**config.mk**
```make
export PLATFORM = sky130hd
export DESIGN_NAME = wb_commit
export DESIGN_NICKNAME = d
export VERILOG_FILES = /design/src/rtl/wb_commit.sv
export SDC_FILE = /design/constraint.sdc
export NUM_CORES = 1
export LEC_CHECK = 0
export CORE_AREA = 3 3 152 154
export CTS_CLUSTER_DIAMETER = 80
export CTS_CLUSTER_SIZE = 40
export DETAILED_ROUTE_END_ITERATION = 16
export DIE_AREA = 0 0 155 157
export MAX_ROUTING_LAYER = met4
export SYNTH_ARGS = -nofsm -noshare
export SYNTH_HDL_FRONTEND = slang
export SYNTH_SLANG_ARGS = --single-unit
```
**constraint.sdc**
```tcl
create_clock -name clk -period 2.9 [get_ports clk]
set_input_delay 0.29 -clock clk [delete_from_list [all_inputs] [get_ports clk]]
set_output_delay 0.29 -clock clk [all_outputs]
set_load 0.1 [all_outputs]
```
**src/rtl/wb_commit.sv**
```systemverilog
// Write-back commit: arbitrates ALU results and buffered loads onto the
// single register-file write port and tracks outstanding loads.
module wb_commit #(
    parameter int FIFO_DEPTH = 2
) (
    input  logic        clk,
    input  logic        rst,
    input  logic        alu_valid,
    input  logic [4:0]  alu_reg,
    input  logic [31:0] alu_data,
    input  logic        ld_valid,
    output logic        ld_ready,
    input  logic [4:0]  ld_reg,
    input  logic [31:0] ld_word,
    input  logic [1:0]  ld_size,
    input  logic        ld_unsigned,
    input  logic [1:0]  ld_offset,
    input  logic        claim_valid,
    input  logic [4:0]  claim_reg,
    input  logic [4:0]  read1,
    input  logic [4:0]  read2,
    output logic        hazard1,
    output logic        hazard2,
    output logic [31:0] pending,
    output logic        RegWrite,
    output logic [4:0]  write_reg,
    output logic [31:0] write_data
);

    localparam int PW = $clog2(FIFO_DEPTH);
    localparam int CW = PW + 1;

    logic [4:0]            fifo_reg  [FIFO_DEPTH];
    logic [31:0]           fifo_data [FIFO_DEPTH];
    logic [FIFO_DEPTH-1:0] fifo_live;

    logic [PW-1:0] wr_ptr;
    logic [PW-1:0] rd_ptr;
    logic [CW-1:0] count;

    logic        full;
    logic        accept;
    logic        pop;
    logic        alu_hit;
    logic        wb_load;
    logic [4:0]  head_reg;
    logic [31:0] head_data;
    logic        head_live;
    logic [7:0]  ld_byte;
    logic [15:0] ld_half;
    logic [31:0] ld_ext;
    logic [31:0] set_mask;
    logic [31:0] clear_mask;

    assign full     = (count == CW'(FIFO_DEPTH));
    assign ld_ready = !full && rst;
    assign accept   = ld_valid && ld_ready;
    assign pop      = !alu_valid && (count != '0);
    assign alu_hit  = alu_valid && (alu_reg != 5'd0);

    assign head_reg  = fifo_reg[rd_ptr];
    assign head_data = fifo_data[rd_ptr];
    assign head_live = fifo_live[rd_ptr];

    assign hazard1 = (read1 != 5'd0) && pending[read1];
    assign hazard2 = (read2 != 5'd0) && pending[read2];

    always_comb begin
        ld_byte = ld_word[{ld_offset, 3'b000} +: 8];
        ld_half = ld_offset[1] ? ld_word[31:16] : ld_word[15:0];
        unique case (ld_size)
            2'b00:   ld_ext = {{24{ld_byte[7] & ~ld_unsigned}}, ld_byte};
            2'b01:   ld_ext = {{16{ld_half[15] & ~ld_unsigned}}, ld_half};
            default: ld_ext = ld_word;
        endcase
    end

    // Live loads release their register only once the write has landed.
    always_comb begin
        set_mask   = '0;
        clear_mask = '0;
        if (claim_valid && claim_reg != 5'd0)
            set_mask[claim_reg] = 1'b1;
        if (RegWrite && wb_load)
            clear_mask[write_reg] = 1'b1;
        if (pop && (!head_live || head_reg == 5'd0))
            clear_mask[head_reg] = 1'b1;
    end

    // Squash before the accept write so a same-cycle load stays live.
    always_ff @(posedge clk) begin
        for (int i = 0; i < FIFO_DEPTH; i++) begin
            if (alu_hit && fifo_reg[i] == alu_reg)
                fifo_live[i] <= 1'b0;
        end
        if (accept) begin
            fifo_reg[wr_ptr]  <= ld_reg;
            fifo_data[wr_ptr] <= ld_ext;
            fifo_live[wr_ptr] <= 1'b1;
        end
    end

    always_ff @(posedge clk) begin
        if (!rst) begin
            wr_ptr     <= '0;
            rd_ptr     <= '0;
            count      <= '0;
            pending    <= '0;
            RegWrite   <= 1'b0;
            write_reg  <= 5'd0;
            write_data <= 32'd0;
            wb_load    <= 1'b0;
        end else begin
            if (accept)
                wr_ptr <= wr_ptr + PW'(1);
            if (pop)
                rd_ptr <= rd_ptr + PW'(1);
            count   <= count + CW'(accept) - CW'(pop);
            pending <= (pending & ~clear_mask) | set_mask;
            if (alu_valid) begin
                RegWrite   <= alu_reg != 5'd0;
                write_reg  <= alu_reg;
                write_data <= alu_data;
                wb_load    <= 1'b0;
            end else if (pop) begin
                RegWrite   <= head_live && head_reg != 5'd0;
                write_reg  <= head_reg;
                write_data <= head_data;
                wb_load    <= head_live;
            end else begin
                RegWrite   <= 1'b0;
                write_reg  <= 5'd0;
                write_data <= 32'd0;
                wb_load    <= 1'b0;
            end
        end
    end

endmodule

```
== Yosys cells after proc, flatten, opt, wreduce, memory -nomap -nowiden ==
Memories as Yosys holds them, arrays and structs flattened. A register that Yosys moved wholly into a read port is not among the register bits.
Cells that the tools add are included.
Cells by class
  bitwise operators: 10
  div/mod/pow operators: 0
  reductions and logical operators: 29
  muxes and demuxes: 34
  equality and inequality tests: 4
  shift-type cells: 1
  magnitude comparators: 11
  multiply operators: 0
  add/sub/neg operators: 4
Operator list (number)
  $mux 32: 5
  $or 32x32->32: 2
  $pmux 32 s2: 1
  $and 32x32->32: 1
  $not 32->32: 1
  $shiftx 32x6->8: 1
  $lt 5x6->1 const B: 5
  $reduce_bool 5->1: 5
  $mux 1: 18
  $logic_and 1x1->1: 16
  $mux 16: 1
  $demux 1 s5: 3
  $ge 5x1->1 const B: 3
  $bmux 1 s5: 2
  $eq 5x5->1: 2
  $mux 5: 2
  $logic_not 5->1: 1
  $lt 1x2->1 const B: 2
  $logic_not 1->1: 3
  $not 1->1: 3
  $reduce_or 3->1: 1
  $add 1x1->1 const B: 2
  $add 2x1->2: 1
  $and 1x1->1: 2
  other kinds (10): 10
Word-level totals
  input port bits: 99
  bits in latches: 0
  RAM bits: 74
  logic and storage cells: 104
  bits in registers: 77
  bits in read-only memories: 0
  memories: 2
  output and inout port bits: 73
Memories
  fifo_data: depth 2, width 32, rd ports 1, clocked after memory_dff 1, write ports 1, RTL line 34  | logic [31:0] fifo_data [FIFO_DEPTH];
  fifo_reg: depth 2, width 5, rd ports 3, clocked after memory_dff 1, write ports 1, RTL line 33  | logic [4:0] fifo_reg [FIFO_DEPTH];

== Longest topological paths before layout ==
  depth in word-level cells: 10
  mapped depth: 8
  mapped depth without buffers: 8

== Worst setup path before layout ==
OpenSTA, ideal clock, no wires.
  kind: in2reg
  start point: input port rst
  end point: memory fifo_data[0][0] (enable)
  data arrival time: 2.255 ns
  setup time: 0.431 ns
  slack: 0.214 ns
  buffers on the path: 1
  required time: 2.469 ns
  stages: 3
  path through: buf_2 > o211ai_1 > nor2_1
Between the ends
  cells in the longest elaborated chain, start to end: 4
Ends and longest elaborated chain
  from (decl): RTL line 7  | input logic rst,
  $logic_and 1x1->1: RTL line 56  | assign ld_ready = !full && rst;
  $logic_and 1x1->1: RTL line 57  | assign accept = ld_valid && ld_ready;
  $mux 1: RTL line 96  | if (accept) begin
  $mux 1 (implied by the code): RTL line 98  | fifo_data[wr_ptr] <= ld_ext;
  to (decl): RTL line 34
Every way passes these cells.

== Worst setup path in the final report ==
  start point: input port read2[2]
  end point: output port hazard2
Between the ends
  cells in the longest elaborated chain, start to end: 3
  elaborated cells on any way between the ends: 4
  those cells by class: 2 x mux; 2 x reduce/logical
Ends and longest elaborated chain
  from (decl): RTL line 21  | input logic [4:0] read2,
  $bmux 1 s5: RTL line 66  | assign hazard2 = (read2 != 5'd0) && pending[read2];
  $mux 1 (implied by the code): RTL line 66
  $logic_and 1x1->1 *: RTL line 66
  to (decl): RTL line 23  | output logic hazard2,
Mark *: on every way between the ends. The rest lies on a longest branch, timed or not. The select of a mux whose other input is x is not followed.

==> summary.md <==
| Metric | Value |
|---|---|
| First-pass GRT wire length | `34,100 µm` |
| Root buffer cell | `clkbuf_16` |
| Clk pwr share | `31.4%` |
| CTS max path bufs | `2` |
| Reg power frac | `a little under 40%` |
| FF-to-FF End | `pending[24]` |
| Mapped Avg Cell Area | `roughly 11 µm²` |
| Fillers | `2,104` |
| Internal | `4210 µW` |
| Crit path DAT | `roughly 2300 ps` |
| Critical path required time | `2610 ps` |
| Clock buffer count from CTS | `17` |
| Sw Pwr | `approximately 2500 µW` |
| Maximum vdd drop | `between 400 and 500 µV` |
| Hold Startpoint | `alu_data[4]` |
| Ports | `around 170` |
| R2R setup slack | `720 ps` |
| Biggest register | `fifo_data` |
| Final hold vios | `0` |
| P_leak | `between 0.003 and 0.004 µW` |
| Largest net degree at the start of global routing | `39` |
| Final Cell Area | `~9800 µm²` |
| Register area share after synthesis | `51.1%` |
| DP HPWL | `16,100 µm` |
| Max frequency | `0.388 GHz` |
| Top_reg_cell synth | `dfxtp_1` |
| Combinational power share | `29.4%` |
| Layout area overhead | `32.6%` |
| Top flop regs | `fifo_data (64), pending (32), write_data (32)` |
| Die H | `157 µm` |
| CTS tree | `done` |
| Row count | `54` |
| Most frequent cells after synthesis | `nand2_1, dfxtp_1, edfxtp_1` |
| Hold Crit Depth | `3` |
| Total track usage | `18.5%` |
| WHS Endpoint | `write_data[4]` |
| Gpl congestion | `0.888` |
| Relative slew margins | `29.8%` |
| WL final | `22,100 µm` |
| Avg WL per Cell | `19.3 µm` |
| Layout Skew | `14.3 ps` |
| Vias in the first global route | `6,070` |
| Unrepaired setup endpoints after global routing | `false` |
| Clock slew at reported path FFs | `60 ps` |
| Mapped Area | `7400 µm²` |
| Setup crit start kind | `input port` |
| Syn nets | `797` |
| Post-DP Area | `between 9000 and 10,000 µm²` |
| Clock network latency to the later pin of the worst-skew pair | `430 ps` |
| Tot Pwr | `~6700 µW` |
| Pins Over Slew Limit | `0` |
| CP Class | `input port to primary output` |
| Outcome | `finished clean` |
| Synth Instances | `696` |
| Setup Buffers After CTS | `0` |
| YS warnings | `0` |
| Die X | `155 µm` |
| Post-route clock period utilization | `88.9%` |
| Hold Buf Count CTS | `0` |
| Most frequent cell after synthesis | `nand2_1` |
| Fin nets | `955` |
| Initial Util | `33.9%` |
| Antenna Nets Post-Route | `0` |
| Initial antenna violation count | `3` |
| IO buf count | `171` |
| Synth top area share | `a little under a third` |
| H-tree depth | `4` |
| Worst min-delay path category | `input port to flip-flop` |
| CTS Sinks | `152` |
| # DRC | `0` |
| Vias | `6,278` |
| Grt total ovfl | `0` |
| Die area | `between 20,000 and 25,000 µm²` |
| Initial DRT Pass Iterations | `5` |
| Seq cells post-synth | `152` |
| Slew @ Worst Pin | `1040 ps` |
| Core area | `between 20,000 and 25,000 µm²` |
| Crit path capture type | `primary output` |
| Post-synth EDFFs | `74` |
| DRT iter0 DRCs | `430` |
| Pwr/cell area | `681 nW/µm²` |
| CTS-repair resized insts | `0` |
| MaxCap Viol Count | `0` |
| Yosys cell types | `71` |
| Asr flop ratio synth | `0%` |
| Max reg flops | `64` |
| Final setup TNS | `0 ps` |
| Final setup viols | `0` |
| Critical path peak fanout | `8` |
| Min cycle time layout | `about 2600 ps` |
| Area leader, netlist | `edfxtp_1` |
| Ranking of synthesized cells by area | `edfxtp_1, dfxtp_1, nand2_1` |
| Layout cell share with drive strength beyond 1 | `18.0%` |
| Reg2Reg Depth | `5` |
| Vias/cell | `~5.5` |
| Sw Share | `between 30 and 40%` |
[critical path, cell delays in order]
cell and delay (ps):
clkdlybuf4s50_1 740, mux4_2 560, nor3b_1 200, a21oi_1 60
o2111a_1 270, buf_12 170
[worst max-delay path by stage]
stage,to,from,cells past startpoint,slack (ps)
2_1_floorplan,fifo_data[0][0],rst,3,210
3_3_place_gp,hazard2,read2[2],6,340
3_5_place_dp,hazard2,read2[2],6,330
4_1_cts,hazard2,read2[2],6,310
5_1_grt,hazard1,read1[2],6,190
6_report,hazard2,read2[2],6,320
[power groups by stage]
stage	clock network (µW)	logic, µW	registers (µW)
finish	2100	1970	2620
global route	2240	2080	2650
CTS	2150	1980	2620
detailed placement	0	1980	2670
global placement	0	1970	2660
floorplan	0	796	3230
[cell type report]
cell class / count / area [µm²] / area share, %
timing repair buffer: 187 / 1700 / 17.3
antenna: 3 / 7.51 / 0.0764
tap: 280 / 350 / 3.57
clock inverter: 15 / 136 / 1.39
multi-input combinational: 486 / 3380 / 34.4
inverter: 10 / 37.5 / 0.382
clock buffer: 17 / 425 / 4.33
sequential: 152 / 3780 / 38.5
[layout by cell type, fill, tap and decap left out, types with 20 or more instances in the layout]
| master | netlist | routed |
|---|---|---|
| buf_4 | 2 | 85 |
| a32oi_1 | 20 | 20 |
| nor2_1 | 25 | 23 |
| o21ai_0 | 57 | 57 |
| clkdlybuf4s50_1 | 0 | 98 |
| mux2i_1 | 38 | 38 |
| dfxtp_1 | 78 | 77 |
| edfxtp_1 | 74 | 74 |
| nand2_1 | 129 | 129 |
[kinds of logic (layout without fill, tap and decap cells)]
| logic type | count (synthesis) | after routing | synth area share (%) |
|---|---|---|---|
| flip-flops | 152 | 152 | 51.1 |
| multiplexers | 59 | 59 | 10.7 |
| adder cells (fa/ha/maj) | 2 | 2 | 0.338 |
| buffers and inverters | 58 | 229 | 3.53 |
| AND/OR/NAND/NOR | 233 | 233 | 15.8 |
| other | 0 | 3 | 0 |
| AO/OA/AOI/OAI | 178 | 178 | 16.9 |
| XOR/XNOR | 14 | 14 | 1.66 |
[per-layer routing]
layer	part of all wire [%]	wire, µm	global-route usage (%)	up-vias
met5	0	0	-	-
met4	1.6	350	5.80	0
met3	8.0	1760	4.15	29
met2	46	10100	28.3	272
met1	45	9880	24.6	3004
li1	-	-	-	2973
[per-stage QoR]
| stage | cells | util [%] | setup WS, ps | hold slack (ps) |
|---|---|---|---|---|
| floorplan | 696 | - | 214 | 389 |
| CTS | 1147 | 45.0 | 311 | 404 |
| global route | 1150 | 45.0 | 191 | 412 |
| global placement | 1115 | 42.4 | 337 | 431 |
| finish | 1150 | 45.0 | 322 | 422 |
| detailed placement | 1115 | 42.4 | 329 | 432 |
(Power assumes the default switching activity.)
